## config.mk

```make
export PLATFORM = sky130hd
export DESIGN_NAME = cpu
export DESIGN_NICKNAME = d
export VERILOG_FILES = /design/src/rtl/cpu.sv
export SDC_FILE = /design/constraint.sdc
export NUM_CORES = 2
export LEC_CHECK = 0
export ABC_AREA = 1
export BUFFER_PORTS_ARGS = -buffer_cell sky130_fd_sc_hd__buf_2
export CORE_UTILIZATION = 45
export CTS_CLUSTER_DIAMETER = 40
export CTS_CLUSTER_SIZE = 16
export DETAILED_ROUTE_END_ITERATION = 10
export PLACE_DENSITY = 0.58
export SYNTH_ARGS = -nofsm -noshare
export SYNTH_HDL_FRONTEND = slang
export SYNTH_SLANG_ARGS = --single-unit
```

## constraint.sdc

```tcl
create_clock -name clk -period 7.2 [get_ports clk]
set_clock_uncertainty 0.15 [all_clocks]
set_input_delay 1.44 -clock clk [delete_from_list [all_inputs] [get_ports clk]]
set_output_delay 1.44 -clock clk [all_outputs]
set_load 0.01 [all_outputs]
```

## src/rtl/cpu.sv

```systemverilog
// cpu: multi-cycle RV32I core with a fetch/exec/mem FSM and a 16-bit word bus.
// Ports: clk, rst (sync, active-high), rd_en/rd_addr/rd_data/rd_valid, wr_en/wr_addr/wr_data.
// Macro CPU_TRACE_EN: when defined, one $display per instruction in EXEC.
module cpu #(
   parameter logic [31:0] RESET_PC = 32'h0000_0000
) (
   input  logic        clk,
   input  logic        rst,
   output logic        rd_en,
   output logic [15:0] rd_addr,
   input  logic [31:0] rd_data,
   input  logic        rd_valid,
   output logic        wr_en,
   output logic [15:0] wr_addr,
   output logic [31:0] wr_data
);
   typedef enum logic [2:0] {
      FETCH, FWAIT, EXEC, LOAD, LWAIT, STORE
   } state_t;

   localparam logic [6:0] OP_LUI   = 7'h37;
   localparam logic [6:0] OP_AUIPC = 7'h17;
   localparam logic [6:0] OP_JAL   = 7'h6f;
   localparam logic [6:0] OP_JALR  = 7'h67;
   localparam logic [6:0] OP_BR    = 7'h63;
   localparam logic [6:0] OP_LD    = 7'h03;
   localparam logic [6:0] OP_ST    = 7'h23;
   localparam logic [6:0] OP_IMM   = 7'h13;
   localparam logic [6:0] OP_REG   = 7'h33;

   state_t      state, state_n;
   logic [31:0] pc, pc_n, ir;
   logic [31:0] regs [32];
   logic        we;
   logic [31:0] wb;

   logic [6:0]  opc;
   logic [4:0]  rd_i, rs1_i, rs2_i;
   logic [2:0]  f3;
   logic [31:0] rs1, rs2;
   logic [31:0] imm_i, imm_s, imm_b, imm_u, imm_j;

   assign opc   = ir[6:0];
   assign rd_i  = ir[11:7];
   assign f3    = ir[14:12];
   assign rs1_i = ir[19:15];
   assign rs2_i = ir[24:20];
   assign rs1   = (rs1_i == 5'd0) ? 32'd0 : regs[rs1_i];
   assign rs2   = (rs2_i == 5'd0) ? 32'd0 : regs[rs2_i];

   assign imm_i = {{20{ir[31]}}, ir[31:20]};
   assign imm_s = {{20{ir[31]}}, ir[31:25], ir[11:7]};
   assign imm_b = {{19{ir[31]}}, ir[31], ir[7], ir[30:25], ir[11:8], 1'b0};
   assign imm_u = {ir[31:12], 12'd0};
   assign imm_j = {{11{ir[31]}}, ir[31], ir[19:12], ir[20], ir[30:21], 1'b0};

   // Only the low 16 address bits reach the bus
   logic [15:0] ea, ea_w;
   assign ea   = rs1[15:0] + ((opc == OP_ST) ? imm_s[15:0] : imm_i[15:0]);
   assign ea_w = {ea[15:2], 2'b00};

   logic [31:0]        op_b, alu;
   logic signed [31:0] sra_v;
   logic               alt;

   // ir[30] selects SUB/SRA only for OP, and SRAI for OP-IMM
   always_comb begin
      op_b  = (opc == OP_REG) ? rs2 : imm_i;
      alt   = ir[30] && ((opc == OP_REG) || (f3 == 3'b101));
      sra_v = $signed(rs1) >>> op_b[4:0];
      alu   = 32'd0;
      case (f3)
         3'b000: alu = alt ? rs1 - op_b : rs1 + op_b;
         3'b001: alu = rs1 << op_b[4:0];
         3'b010: alu = {31'd0, $signed(rs1) < $signed(op_b)};
         3'b011: alu = {31'd0, rs1 < op_b};
         3'b100: alu = rs1 ^ op_b;
         3'b101: alu = alt ? sra_v : rs1 >> op_b[4:0];
         3'b110: alu = rs1 | op_b;
         default: alu = rs1 & op_b;
      endcase
   end

   logic take;

   always_comb begin
      take = 1'b0;
      case (f3)
         3'b000: take = rs1 == rs2;
         3'b001: take = rs1 != rs2;
         3'b100: take = $signed(rs1) < $signed(rs2);
         3'b101: take = $signed(rs1) >= $signed(rs2);
         3'b110: take = rs1 < rs2;
         3'b111: take = rs1 >= rs2;
         default: take = 1'b0;
      endcase
   end

   logic [7:0]  lb;
   logic [15:0] lh;
   logic [31:0] ldv;

   always_comb begin
      lb = rd_data[7:0];
      case (ea[1:0])
         2'd1: lb = rd_data[15:8];
         2'd2: lb = rd_data[23:16];
         2'd3: lb = rd_data[31:24];
         default: lb = rd_data[7:0];
      endcase
      lh  = ea[1] ? rd_data[31:16] : rd_data[15:0];
      ldv = rd_data;
      case (f3)
         3'b000: ldv = {{24{lb[7]}}, lb};
         3'b001: ldv = {{16{lh[15]}}, lh};
         3'b100: ldv = {24'd0, lb};
         3'b101: ldv = {16'd0, lh};
         default: ldv = rd_data;
      endcase
   end

   // Bus outputs are decoded from state and forced low while rst is high
   always_comb begin
      state_n = state;
      pc_n    = pc;
      we      = 1'b0;
      wb      = 32'd0;
      rd_en   = 1'b0;
      rd_addr = 16'd0;
      wr_en   = 1'b0;
      wr_addr = 16'd0;
      wr_data = 32'd0;
      if (!rst) begin
         case (state)
            FETCH: begin
               rd_en   = 1'b1;
               rd_addr = pc[15:0];
               state_n = FWAIT;
            end
            FWAIT: begin
               if (rd_valid) state_n = EXEC;
            end
            EXEC: begin
               state_n = FETCH;
               pc_n    = pc + 32'd4;
               case (opc)
                  OP_LUI: begin
                     we = 1'b1;
                     wb = imm_u;
                  end
                  OP_AUIPC: begin
                     we = 1'b1;
                     wb = pc + imm_u;
                  end
                  OP_JAL: begin
                     we   = 1'b1;
                     wb   = pc + 32'd4;
                     pc_n = (pc + imm_j) & ~32'd3;
                  end
                  OP_JALR: begin
                     we   = 1'b1;
                     wb   = pc + 32'd4;
                     pc_n = (rs1 + imm_i) & ~32'd3;
                  end
                  OP_BR: begin
                     if (take) pc_n = (pc + imm_b) & ~32'd3;
                  end
                  OP_LD: begin
                     state_n = LOAD;
                     pc_n    = pc;
                  end
                  OP_ST: begin
                     state_n = STORE;
                     pc_n    = pc;
                  end
                  OP_IMM, OP_REG: begin
                     we = 1'b1;
                     wb = alu;
                  end
                  default: ;
               endcase
            end
            LOAD: begin
               rd_en   = 1'b1;
               rd_addr = ea_w;
               state_n = LWAIT;
            end
            LWAIT: begin
               if (rd_valid) begin
                  we      = 1'b1;
                  wb      = ldv;
                  pc_n    = pc + 32'd4;
                  state_n = FETCH;
               end
            end
            STORE: begin
               wr_en   = 1'b1;
               wr_addr = ea_w;
               wr_data = rs2;
               pc_n    = pc + 32'd4;
               state_n = FETCH;
            end
            default: state_n = FETCH;
         endcase
      end
   end

   always_ff @(posedge clk) begin
      if (rst) begin
         state <= FETCH;
         pc    <= RESET_PC;
         ir    <= 32'd0;
         for (int i = 0; i < 32; i++) regs[i] <= 32'd0;
      end else begin
         state <= state_n;
         pc    <= pc_n;
         if (state == FWAIT && rd_valid) ir <= rd_data;
         if (we && rd_i != 5'd0) regs[rd_i] <= wb;
      end
   end

`ifdef CPU_TRACE_EN
   always_ff @(posedge clk) begin
      if (!rst && state == EXEC)
         $display("trace pc=%h ir=%h x%0d=%h", pc, ir, rd_i, wb);
   end
`else
`endif

endmodule

```

==> metrics <==
status finished, final reports clean; Sink Count around 1,100; Via density ~6.4; Synth Flop Type edfxtp_1; FMAX between 100 and 150 MHz; leakage roughly 34 nW; CP top delay family compound AO/OA/AOI/OAI gates; starting density of the core 45.34%; WP buf/inv 4; Worst-path clk slew about 0.050 ns; Top Ports around 100; Critical Path End Type flop; Max H-tree Level 4; Slew headroom ~7.3%; Hold Path Stages 1; drt first pass iters 9; TritonCTS Buffers between 150 and 200; Setup Crit Path Kind flop to flop; setup repair after global routing missed its margin false; die area between 0.15 and 0.2 mm²; first-pass GRT wire length ~530 mm; GR Util All Layers a little over two fifths; Post-synth ARST share 0%; startpoint type of the worst setup path flop; NumNets Final 10,650; Die Ht around 420 µm; maxcap violations 0; Routed Antenna Nets 0; post-DP HPWL about 250 mm; vias in the first global route about 75,000; Area Overhead vs Synth 13.48%; Critical Path Max Stage Delay between 0.6 and 0.7 ns; post-route cell area slightly below 0.09 mm²; RR Endpoint regs[27][17]$_SDFFCE_PN0P_; CP max stage cell o21bai_1; sequential-to-total area share from yosys stat approximately two fifths; Worst-Margin Slew around 1.4 ns; maximum VDD drop ~300 µV; CTS tree built; hold bufs inserted after CTS 0; Worst R2R Setup Slack 0.03 ns; via count roughly 82,000; Root Buffer clkbuf_16; synth warn 0; antenna violations before repair 11; Hold WC Path Type flop to flop; Cells after Synth ~10,000; clk buf depth 3; Residual DRC 0; final setup fails 0; peak fanout along the critical path 101; Synth Area per Inst around 7.4 µm²; netlist area before placement slightly below 0.08 mm²; Tmin final between 7 and 8 ns; hold wc startpoint state[2]$_SDFFE_PP0P_; placed cell area approximately 0.081 mm²; EDFF count, synth between 1,000 and 1,500; final hold slack approximately 0.35 ns; flops & latches, synth about 1,100; core area roughly 0.17 mm²; Slew Limit Fails 0; gpl congestion about 1.1; share of cells above drive strength 1 11.77%; clk_lat worst skew between 0.8 and 0.9 ns; Final period util between 90 and 100%; Power Density 272.0 mW/mm²; required time of the critical path ~7.6 ns; Critical Path AT around 7.6 ns; grt ovf 0; DRT iter0 DRCs around 14,000; Routed WL per cell about 29 µm; Std-Cell Rows ~150; port bufs 96; Synth cell types between 70 and 80; Worst Reg2Reg Path Length in Cells 26; setup TNS 0 ns; Die Width between 400 and 500 µm; final hold vios 0; WL final about 380 mm; end of the worst hold path state[1]$_SDFFE_PP0P_; largest net degree at the start of global routing between 100 and 150
[where the power goes]
part           internal (mW)  switching [mW]  leakage, nW
sequential              7.21           0.193         11.2
combinational           1.96            5.12         20.0
clock                   5.88            3.65         3.25
total                   15.1            8.96         34.5
[cells in the mapped netlist (all sizes together) (3+ instances only)]
| cell | instances | area (µm²) |
|---|---|---|
| a2111oi | 4 | 35.03 |
| a211oi | 12 | 90.09 |
| a21boi | 6 | 45.04 |
| a21o | 14 | 105.1 |
| a21oi | 494 | 2476 |
| a221oi | 8 | 70.07 |
| a31oi | 21 | 131.4 |
| a32o | 5 | 50.05 |
| buf | 428 | 2882 |
| clkbuf | 382 | 1434 |
| clkinv | 9 | 33.78 |
| dfxtp | 75 | 1501 |
| edfxtp | 1024 | 30750 |
| fa | 4 | 80.08 |
| ha | 217 | 2715 |
| inv | 446 | 1687 |
| mux2i | 3 | 30.03 |
| nand2 | 2486 | 9409 |
| nand3 | 1415 | 7264 |
| nand3b | 8 | 60.06 |
| nand4 | 50 | 325.3 |
| nor2 | 1897 | 7610 |
| nor3 | 67 | 360.4 |
| nor4 | 16 | 142.6 |
| o2111ai | 11 | 96.34 |
| o211a | 3 | 30.03 |
| o211ai | 73 | 553.0 |
| o21a | 14 | 105.1 |
| o21ai | 855 | 4313 |
| o21bai | 7 | 52.55 |
| o221ai | 192 | 1682 |
| o22ai | 72 | 450.4 |
| o311ai | 13 | 113.9 |
| o31ai | 14 | 110.1 |
| or2 | 24 | 150.1 |
| xnor2 | 15 | 131.4 |
| xor2 | 66 | 578.1 |
[final cells by class]
type | count | area [µm²]
fillers | 16660 | 83270
clock buffers | 216 | 5041
well taps | 2310 | 2890
multi-input cells | 8138 | 39930
clock inverters | 149 | 1715
flip-flops and latches | 1099 | 32280
diodes | 2 | 5.005
repair inverters | 3 | 38.79
inverters | 455 | 1821
repair buffers | 503 | 4547
[state kept, by name (all words and copies together) (netlist names), named ones only]
name and count:
pc 30, state 3, regs 1024, ir 32
[layout by cell type, fill, tap and decap left out, drive strengths merged, types with 12 or more instances in the layout]
master and instances:
nand4 50, nand2 2486, or2 24, o211ai 73
clkinv 86, o31ai 14, inv 475, a211oi 12
nor2 1897, o21ai 855, dfxtp 75, o311ai 13
buf 496, clkbuf 223, edfxtp 1024, ha 217
a21o 14, xnor2 15, bufinv 21, nand3 1415
conb 36, o22ai 72, nor3 67, a21oi 494
o21a 14, clkinvlp 25, nor4 16, o221ai 192
a31oi 21, xor2 66
[cells by family after synthesis]
| kind of cell | synth area share (%) |
|---|---|
| mux | 0.03861 |
| xor+xnor | 0.9121 |
| buf+inv | 7.760 |
| simple gates | 32.62 |
| other cells | 0.004821 |
| fa+ha+maj | 3.594 |
| compound gates | 13.61 |
| flops | 41.46 |
[worst max-delay path by stage]
stage	from	endpoint	slack, ns	cells after the start
after floorplan	flop	regs[7][0]$_SDFFCE_PN0P_	2.13	38
after global placement	flop	regs[31][9]$_SDFFCE_PN0P_	-0.36	30
after detailed placement	flop	regs[30][9]$_SDFFCE_PN0P_	-0.24	30
after CTS	flop	rd_addr[12]	-0.01	19
after global routing	flop	rd_addr[15]	0.01	26
final	flop	regs[27][17]$_SDFFCE_PN0P_	0.03	26
[per-stage QoR]
stage          setup slack (ns)  utilization, %  std cells  total power [mW]
4_1_cts                -0.01473           51.19      12850             23.64
5_1_grt                 0.01401           51.45      12870             24.67
6_report                0.03495           51.46      12880             24.01
2_1_floorplan             2.127               -      10500             11.38
3_3_place_gp            -0.3627           47.21      12480             14.15
3_5_place_dp            -0.2352           47.21      12480             14.16
[layer usage]
metal  GRT usage [%]  up-vias  routed length [µm]
li1                -    35640                   -
met1           58.75    39330              149900
met2           59.59     6180              156200
met3           8.919     1117               49510
met4           22.49        2               23720
met5               0        -                  20
[what timing repair did]
item	4_1_cts	5_1_grt
setup buffers	5	12
gates cloned	0	10
pin swaps	2	8
gates resized for setup	9	29
endpoints found under the setup margin	137	219
No activity file was read; power rests on OpenSTA's default activity.
